## src/rtl/cache_axi_arbiter.sv

```systemverilog
// rtl/cache_axi_arbiter.sv - serialises inst/data cache requests onto a single-beat AXI master
module cache_axi_arbiter #(
   parameter int PRIO_DATA = 1
) (
   input  logic        clk,
   input  logic        resetn,
   // instruction cache port
   input  logic        inst_cache_req,
   input  logic [31:0] inst_cache_addr,
   input  logic        inst_cache_wr,
   input  logic [1:0]  inst_cache_size,
   input  logic [31:0] inst_cache_wdata,
   output logic [31:0] inst_cache_rdata,
   output logic        inst_cache_dok,
   // data cache port
   input  logic        data_cache_req,
   input  logic [31:0] data_cache_addr,
   input  logic        data_cache_wr,
   input  logic [1:0]  data_cache_size,
   input  logic [31:0] data_cache_wdata,
   output logic [31:0] data_cache_rdata,
   output logic        data_cache_dok,
   output logic        stall_by_arbitrater,
   // AXI read address / data
   output logic [31:0] araddr,
   output logic [2:0]  arsize,
   output logic        arvalid,
   input  logic        arready,
   input  logic [31:0] rdata,
   input  logic        rvalid,
   output logic        rready,
   // AXI write address / data / response
   output logic [31:0] awaddr,
   output logic [2:0]  awsize,
   output logic        awvalid,
   input  logic        awready,
   output logic [31:0] wdata,
   output logic [3:0]  wstrb,
   output logic        wvalid,
   input  logic        wready,
   input  logic        bvalid,
   output logic        bready
);

   typedef enum logic [2:0] {
      IDLE,
      RD_ADDR,
      RD_DATA,
      WR_REQ,
      WR_RESP,
      RESP
   } state_e;

   state_e      state_q, state_d;
   logic        owner_q, owner_d;        // 1 = data port owns the transaction
   logic        tie_q, tie_d;            // grant was decided by the round-robin pointer
   logic        rr_q, rr_d;              // 1 = data port wins the next tie
   logic [31:0] addr_q, addr_d;
   logic        wr_q, wr_d;
   logic [1:0]  size_q, size_d;
   logic [31:0] wdata_q, wdata_d;
   logic [31:0] rdata_q, rdata_d;
   logic        aw_done_q, aw_done_d;
   logic        w_done_q, w_done_d;

   logic        grant_data;
   logic        tie;

   // state and datapath registers; reset abandons any in-flight AXI transfer
   always_ff @(posedge clk or posedge resetn) begin
      if (resetn) begin
         state_q   <= IDLE;
         owner_q   <= 1'b0;
         tie_q     <= 1'b0;
         rr_q      <= 1'b1;
         addr_q    <= '0;
         wr_q      <= 1'b0;
         size_q    <= '0;
         wdata_q   <= '0;
         rdata_q   <= '0;
         aw_done_q <= 1'b0;
         w_done_q  <= 1'b0;
      end else begin
         state_q   <= state_d;
         owner_q   <= owner_d;
         tie_q     <= tie_d;
         rr_q      <= rr_d;
         addr_q    <= addr_d;
         wr_q      <= wr_d;
         size_q    <= size_d;
         wdata_q   <= wdata_d;
         rdata_q   <= rdata_d;
         aw_done_q <= aw_done_d;
         w_done_q  <= w_done_d;
      end
   end

   assign tie        = inst_cache_req & data_cache_req;
   assign grant_data = data_cache_req & (~inst_cache_req | (PRIO_DATA != 0) | rr_q);

   // next-state and register updates; AXI inputs only steer state, never outputs
   always_comb begin
      state_d   = state_q;
      owner_d   = owner_q;
      tie_d     = tie_q;
      rr_d      = rr_q;
      addr_d    = addr_q;
      wr_d      = wr_q;
      size_d    = size_q;
      wdata_d   = wdata_q;
      rdata_d   = rdata_q;
      aw_done_d = aw_done_q;
      w_done_d  = w_done_q;
      case (state_q)
         IDLE: begin
            if (inst_cache_req | data_cache_req) begin
               owner_d   = grant_data;
               tie_d     = tie;
               addr_d    = grant_data ? data_cache_addr  : inst_cache_addr;
               wr_d      = grant_data ? data_cache_wr    : inst_cache_wr;
               size_d    = grant_data ? data_cache_size  : inst_cache_size;
               wdata_d   = grant_data ? data_cache_wdata : inst_cache_wdata;
               aw_done_d = 1'b0;
               w_done_d  = 1'b0;
               state_d   = (grant_data ? data_cache_wr : inst_cache_wr) ? WR_REQ : RD_ADDR;
            end
         end
         RD_ADDR: begin
            if (arready) state_d = RD_DATA;
         end
         RD_DATA: begin
            if (rvalid) begin
               rdata_d = rdata;
               state_d = RESP;
            end
         end
         WR_REQ: begin
            aw_done_d = aw_done_q | awready;
            w_done_d  = w_done_q | wready;
            if (aw_done_d & w_done_d) state_d = WR_RESP;
         end
         WR_RESP: begin
            if (bvalid) state_d = RESP;
         end
         RESP: begin
            if (tie_q && (PRIO_DATA == 0)) rr_d = ~rr_q;
            state_d = IDLE;
         end
         default: state_d = IDLE;
      endcase
   end

   // byte-lane strobes from the latched size and low address bits
   always_comb begin
      wstrb = 4'b0000;
      case (size_q)
         2'b00:   wstrb = 4'b0001 << addr_q[1:0];
         2'b01:   wstrb = 4'b0011 << addr_q[1:0];
         2'b10:   wstrb = 4'b1111;
         default: wstrb = 4'b0000;
      endcase
   end

   assign araddr  = addr_q;
   assign arsize  = {1'b0, size_q};
   assign arvalid = (state_q == RD_ADDR);
   assign rready  = (state_q == RD_DATA);
   assign awaddr  = addr_q;
   assign awsize  = {1'b0, size_q};
   assign awvalid = (state_q == WR_REQ) & ~aw_done_q;
   assign wdata   = wdata_q;
   assign wvalid  = (state_q == WR_REQ) & ~w_done_q;
   assign bready  = (state_q == WR_RESP);

   assign inst_cache_dok   = (state_q == RESP) & ~owner_q;
   assign data_cache_dok   = (state_q == RESP) & owner_q;
   assign inst_cache_rdata = rdata_q;
   assign data_cache_rdata = rdata_q;

   assign stall_by_arbitrater = (inst_cache_req & ~inst_cache_dok) |
                                (data_cache_req & ~data_cache_dok);

   logic unused_wr;
   assign unused_wr = wr_q;

endmodule

```

## config.mk

```make
export PLATFORM = sky130hd
export DESIGN_NAME = cache_axi_arbiter
export DESIGN_NICKNAME = d
export VERILOG_FILES = /design/src/rtl/cache_axi_arbiter.sv
export SDC_FILE = /design/constraint.sdc
export NUM_CORES = 1
export LEC_CHECK = 0
export ABC_AREA = 1
export BUFFER_PORTS_ARGS = -buffer_cell sky130_fd_sc_hd__buf_2
export CAP_MARGIN = 10
export CELL_PAD_IN_SITES_DETAIL_PLACEMENT = 0
export CELL_PAD_IN_SITES_GLOBAL_PLACEMENT = 2
export CORE_UTILIZATION = 22
export DETAILED_ROUTE_END_ITERATION = 6
export HOLD_SLACK_MARGIN = 0.03
export PLACE_DENSITY_LB_ADDON = 0.1
export SLEW_MARGIN = 10
export SYNTH_ARGS = -nofsm -noshare
export SYNTH_HDL_FRONTEND = slang
export SYNTH_SLANG_ARGS = --single-unit
```

## constraint.sdc

```tcl
create_clock -name clk -period 3.9 [get_ports clk]
set_clock_uncertainty 0.15 [all_clocks]
set_input_delay 0.78 -clock clk [delete_from_list [all_inputs] [get_ports clk]]
set_output_delay 0.78 -clock clk [all_outputs]
set_load 0.05 [all_outputs]
```

; ---- Word level (Yosys, flattened, before mapping)
; Index checks and enable logic that the tools add are counted.
[classes]
reduce_logical = 7
bitwise = 16
n_eq_ne = 12
shifts = 2
muxes = 15
[ops]
columns = operator, count
row1 = 2-to-1 mux 32 bit, 2
row2 = 2-to-1 mux 3 bit, 5
row3 = case mux 3 bit (5 select lines), 1
row4 = case mux 4 bit (3 select lines), 1
row5 = != test 2 bit (second input constant), 4
row6 = bitwise AND 1 bit, 7
row7 = equality test 3 x 2 -> 1 bit (second input constant), 2
row8 = equality test 3 bit (second input constant), 2
row9 = AND reduction 2 bit, 3
row10 = inverter 1 bit, 5
row11 = AND reduction 5 bit, 1
row12 = 2-to-1 mux 2 bit, 2
row13 = bitwise OR 1 bit, 4
row14 = case mux 1 bit (2 select lines), 2
row15 = << shifter 1 x 2 -> 4 bit (first input constant), 1
row16 = << shifter 2 x 2 -> 4 bit (first input constant), 1
row17 = equality test 3 x 1 -> 1 bit (second input constant), 1
row18 = zero test 3 bit, 1
row19 = equality test 2 x 1 -> 1 bit (second input constant), 1
row20 = equality test 2 bit (second input constant), 1
row21 = zero test 2 bit, 1
row22 = 2-to-1 mux 1 bit, 2
row23 = != test 2 x 1 -> 1 bit (second input constant), 1
row24 = nonzero test 2 bit, 1
[word_totals]
in_bits = 175
out_inout_bits = 178
regBits = 104
word_cells = 60

; ---- Logic depth before layout (Yosys ltp)
; Gate-level depths: netlist (run 1).
[depth]
depth_word = 5
ltp_mapped = 9

; ---- Least setup slack after synthesis (run 1)
; No wires, ideal clock.
[synth_path]
kind = input to output
startpoint = input data_cache_req
endpoint = output stall_by_arbitrater
path_slack_ns = 0.571
path_buffers = 3
t_required_ns = 2.970
arrival_time_ns = 2.399
stages = 5
cell_sequence = buf_2 inv_2 buf_2 buf_2 o21ai_0
[synth_between]
elab_chain_cells = 2
[synth_rtl]
columns = element, line_no
row1 = from (decl), 16  ; input logic data_cache_req,
row2 = bitwise AND 1 bit, 181  ; (data_cache_req & ~data_cache_dok);
row3 = bitwise OR 1 bit, 180  ; assign stall_by_arbitrater = (inst_cache_req & ~inst_cache_dok) |
row4 = to (decl), 23  ; output logic stall_by_arbitrater,
; Every way passes these cells.

; ---- Final worst setup path (run 1)
[layout_path]
startpoint = register state_q[1]
endpoint = output rready
[layout_between]
elab_chain_cells = 1
[layout_rtl]
columns = element, line_no
row1 = from (decl), 54  ; state_e state_q, state_d;
row2 = from (signal assigned), 84  ; state_q <= state_d;
row3 = equality test 3 x 2 -> 1 bit, 167  ; assign rready = (state_q == RD_DATA);
row4 = to (decl), 31  ; output logic rready,
; Every way passes these cells.

==> flow_summary.yaml, run 1 <==
critical_path:
  cp_max_fo: 34
  cpMostUsedCell: "inv_1"
  crit_type: "register to output pin"
  endpoint_kind: "output pin"
  cp_slowest_stage_delay_ns: 0.45
  required_ns: 2.97
  cp_slowest_cell: "dfrtp_1"
  worstPathArrival_ns: 1.91
  start_kind: "register"
  cp_cell_sequence: "inv_1, nor2_1, inv_1, nor2_4, buf_4, buf_2"
detailed_routing:
  drc: 0
  ant_nets: 0
  vias: 5268
  drt_iter0_markers: 309
  wl_per_cell_um: 15.4
  routed_wirelength_um: 19100
  dr.pass1.iters: 4
  vias_per_cell: 4.23
clock_network:
  ctsHoldBuffers: 0
  cts_max_level: 3
  cts-root-buf: "clkbuf_16"
  worstSkewPairLatency_ns: 0.35
  clk_pin_slew_worst_paths_ns: 0.08
  clock_tree.buffer_depth: 2
  ctsResizeCount: 0
  tritoncts: "built"
  cts_setup_buffers: 0
  cts.sinks: 104
  cts_made_buffers: 9
sta:
  worst_slew_pin_slew_ns: 1.06
  clock.fmax_ghz: 0.353
  rsz0062_at_grt: "no"
  hold_violations: 0
  relSlewSlack_pct: 29.3
  final.min_clock_period_ns: 2.84
  slew_viol_final: 0
  period_share_pct: 72.7
  setup_viol: 0
  timing.setup.tns_ns: 0
floorplanning:
  die_w_um: 159
  row_count: 57
  core_area_um2: 24200
  start_util_pct: 22.4
  pin_count: 353
  dieArea_um2: 25300
  chipHeight_um: 159
synth:
  yosys.area.top_type: "dfrtp_1"
  synth_top_area_share_pct: 48.0
  ys_warn_count: 0
  synth_most_common_cell: "nand2_1"
  synth-seq-cells: 104
  synth_area_leaders: "dfrtp_1 48%, nand2_1 11%, buf_4 10%, nor2_1 9.8%, o31ai_1 7.5%"
  synth_cell_types: 21
  synth_enable_flop_cells: 0
  netlist_area_um2: 5430
  synth_ff_type: "dfrtp_1"
  ys_top_cells_by_count: "152 x nand2_1, 142 x nor2_1, 104 x dfrtp_1, 72 x buf_4, 54 x o31ai_1"
  ys_seq_area_share_pct: 48.0
  synthCells: 650
  synthArstFlopShare_pct: 100
  avgSynthCellArea_um2: 8.35
min_path:
  hold_path_class: "register to register"
placement:
  gp_congestion: 0.772
  dp_hpwl_um: 14100
  port_buffers: 350
global_route:
  grtUsageTotal_pct: 15.1
  antenna_found_initial: 10
  overflow: 0
  grt_first_pass_wirelength_um: 29600
  grt_max_degree: 79
  grt_pass1_vias: 5191
run_status:
  status: "complete, no violations"
final_layout:
  drive_gt1_share_pct: 43.2
  layout.nets: 1086
  syn2layout_area_growth_pct: 33.8
flow_run:
  maxCapViolations: 0
path summary, 6_finish.rpt:
check	startpoint	end	slack, ns	depth (start not counted)
max	state_q[1]	rready	1.06	6
min	wdata[27]	wdata[27]	0.33	2
max reg2reg	state_q[1]	data_cache_rdata[4]	1.66	8
min reg2reg	wdata[27]	wdata[27]	0.33	2
max in group asynchronous	resetn	araddr[2]	2.20	3
min in group asynchronous	resetn	data_cache_rdata[11]	0.52	2
state kept, by name, indices dropped and copies added (netlist names):
signal / cells
state_q: 3
data_cache_rdata: 32
araddr: 32
aw_done_q: 1
owner_q: 1
size_q: 2
w_done_q: 1
wdata: 32
metal layers:
| metal | track usage [%] | share of wire, % | vias to the layer above |
|---|---|---|---|
| met5 | 0 | 0.34 | - |
| met3 | 5.26 | 8.6 | 28 |
| met2 | 25.5 | 48 | 216 |
| li1 | - | - | 2569 |
| met1 | 17.5 | 41 | 2445 |
| met4 | 5.73 | 2.0 | 10 |
cell type report:
cell class,count,area (um^2)
Clock inverter,6,115
Sequential cell,104,2600
Timing Repair Buffer,358,1810
Fill cell,2692,17000
Multi-Input combinational cell,421,2010
Clock buffer,10,229
Tap cell,324,405
Inverter,17,68.8
Antenna cell,5,12.5
metrics by stage:
stage	setup slack, ns	hold slack [ns]	utilization (%)	cell area [um^2]	cells
6_report	1.06	0.335	29.9	7260	1245
2_1_floorplan	0.238	0.380	-	5430	651
3_3_place_gp	1.33	0.313	28.5	6900	1224
5_1_grt	0.866	0.357	29.9	7260	1244
4_1_cts	1.04	0.333	29.9	7250	1240
3_5_place_dp	1.28	0.314	28.5	6900	1224
critical path: cells and delay by family, from the launching register on:
| family | cells | cell delay, ns |
|---|---|---|
| flops | 1 | 0.45 |
| simple gates | 2 | 0.21 |
| buf+inv | 4 | 0.87 |
layout by cell type (no fill, tap or decap):
cell,Yosys,final
or2_2,1,1
o31ai_2,14,14
o21ai_0,7,7
nand3b_1,3,3
inv_4,0,2
conb_1,1,2
a21oi_1,2,2
inv_2,2,1
diode_2,0,5
clkbuf_1,16,1
nor2_1,142,142
bufinv_16,0,3
nor2_4,3,3
clkbuf_16,0,9
nand3_1,36,36
clkinv_4,0,1
nand2_2,2,2
nand2_1,152,152
buf_2,14,350
buf_4,72,8
o21bai_1,2,2
inv_6,0,1
dfrtp_1,104,104
inv_1,15,14
clkinvlp_4,0,1
a31oi_1,1,1
o31ai_1,54,54
logic make-up (layout without fill, tap and decap cells):
kind of cell | count (synthesis) | after routing | share of synthesized area [%]
compound gates | 80 | 80 | 11.9
simple gates | 339 | 339 | 25.0
buf+inv | 126 | 391 | 15.0
flops | 104 | 104 | 48.0
other cells | 1 | 7 | 0.0691
Power of run 1 is not shown: default switching activity piles up to over one toggle a cycle in this logic, so the estimate is an artifact.
==> run 2: changes to the inputs <==
clock period = 2.8 ns   (was 3.9 ns; I/O delays follow)
==> flow_summary.yaml, run 2 (synthesized netlist as in run 1, its figures left out) <==
run_status:
  status: "complete, no violations"
clock_network:
  tritoncts: "built"
  cts.sinks: 104
  cts_max_level: 3
  cts_made_buffers: 9
  clock_tree.buffer_depth: 2
  ctsResizeCount: 0
  ctsHoldBuffers: 0
  worstSkewPairLatency_ns: 0.35
  cts-root-buf: "clkbuf_16"
  cts_setup_buffers: 0
  clk_pin_slew_worst_paths_ns: 0.08
detailed_routing:
  drt_iter0_markers: 337
  wl_per_cell_um: 15.3
  dr.pass1.iters: 6
  routed_wirelength_um: 19000
  drc: 0
  vias_per_cell: 4.21
  vias: 5238
  ant_nets: 0
sta:
  timing.setup.tns_ns: 0
  setup_viol: 0
  hold_violations: 0
  relSlewSlack_pct: 57.8
  worst_slew_pin_slew_ns: 0.630
  clock.fmax_ghz: 0.429
  slew_viol_final: 0
  period_share_pct: 83.2
  rsz0062_at_grt: "no"
  final.min_clock_period_ns: 2.33
critical_path:
  path_buf_inv: 2
  r2r_slack_ns: 1.01
  cp_slowest_stage_delay_ns: 0.53
  startpoint: "state_q[0]"
  cp_top_family: "flip-flops"
  required_ns: 2.09
  crit_type: "register to output pin"
  cp_max_fo: 7
  worstReg2RegEnd: "araddr[29]"
  endpoint_kind: "output pin"
  start_kind: "register"
  worstReg2RegStart: "state_q[0]"
  reg2regPathDepth: 6
  cp_slowest_cell: "dfrtp_1"
  cp_cell_sequence: "nand2_1, nor2_1, inv_1, nor2_1, buf_2"
  worstPathArrival_ns: 1.62
  cpMostUsedCell: "nor2_1"
floorplanning:
  dieArea_um2: 25300
  row_count: 57
  pin_count: 353
  core_area_um2: 24200
  die_w_um: 159
  start_util_pct: 22.4
  chipHeight_um: 159
min_path:
  hold_path_class: "input pin to asynchronous set/reset pin"
global_route:
  grt_max_degree: 105
  grt_first_pass_wirelength_um: 29100
  grt_use_met2_pct: 25.3
  antenna_found_initial: 4
  grt_pass1_vias: 5091
  grtUsageTotal_pct: 14.9
  overflow: 0
  top_usage_layer: "met2"
  grtUsageMet3_pct: 4.14
  grt_util_met1_pct: 18.1
final_layout:
  final_common_cell: "buf_2"
  fin_util_pct: 30.2
  syn2layout_area_growth_pct: 35.1
  layout.nets: 1088
  final_cell_mix: "350 x buf_2, 152 x nand2_1, 142 x nor2_1"
  drive_gt1_share_pct: 43.5
flow_run:
  maxCapViolations: 0
placement:
  dp_hpwl_um: 14100
  gp_congestion: 0.771
  port_buffers: 350
## run 2: changes by cell type in the layout (fill, tap and decap cells not counted), sizes merged
| cell | previous run | this run |
|---|---|---|
| diode | 5 | 2 |
| inv | 18 | 17 |
| clkinvlp | 1 | 3 |
| buf | 358 | 360 |
| clkbuf | 10 | 9 |
## run 2: worst register-to-register path, cell delays in order (launching register included)
cell	delay, ns
dfrtp_1	0.49
nor2_4	0.17
nand2_2	0.08
nor2_4	0.16
inv_4	0.18
buf_12	0.26
o31ai_1	0.22
## run 2: worst max path at each step
stage                          endpoint  slack, ns  cells after the start
floorplan                      wstrb[0]       0.02                      2
global placement    stall_by_arbitrater       0.67                      4
detailed placement            wdata[24]       0.59                      4
CTS                             awvalid       0.41                      5
global route                    awvalid       0.29                      5
finish                          awvalid       0.47                      5
## run 2: routing by layer
metal / up-vias / share of wire, %
met5: - / 0.042
met4: 2 / 1.2
met3: 15 / 7.0
met2: 229 / 49
met1: 2429 / 43
li1: 2563 / -
## run 2: cell type report
type	instances	area, um^2
inverters	17	70.1
flip-flops and latches	104	2600
clock inverters	7	119
clock buffers	9	225
diodes	2	5.00
fillers	2712	16900
multi-input cells	421	2010
well taps	324	405
repair buffers	360	1890
## run 2: stage by stage
stage | area (um^2) | setup slack [ns] | hold WS [ns] | std cells
after floorplan | 5430 | 0.0250 | 0.380 | 651
after global placement | 6980 | 0.667 | 0.311 | 1226
after detailed placement | 6980 | 0.590 | 0.317 | 1226
after CTS | 7320 | 0.413 | 0.248 | 1242
after global routing | 7330 | 0.290 | 0.266 | 1243
final | 7330 | 0.469 | 0.214 | 1244
Power of run 2 is left out for the same reason.
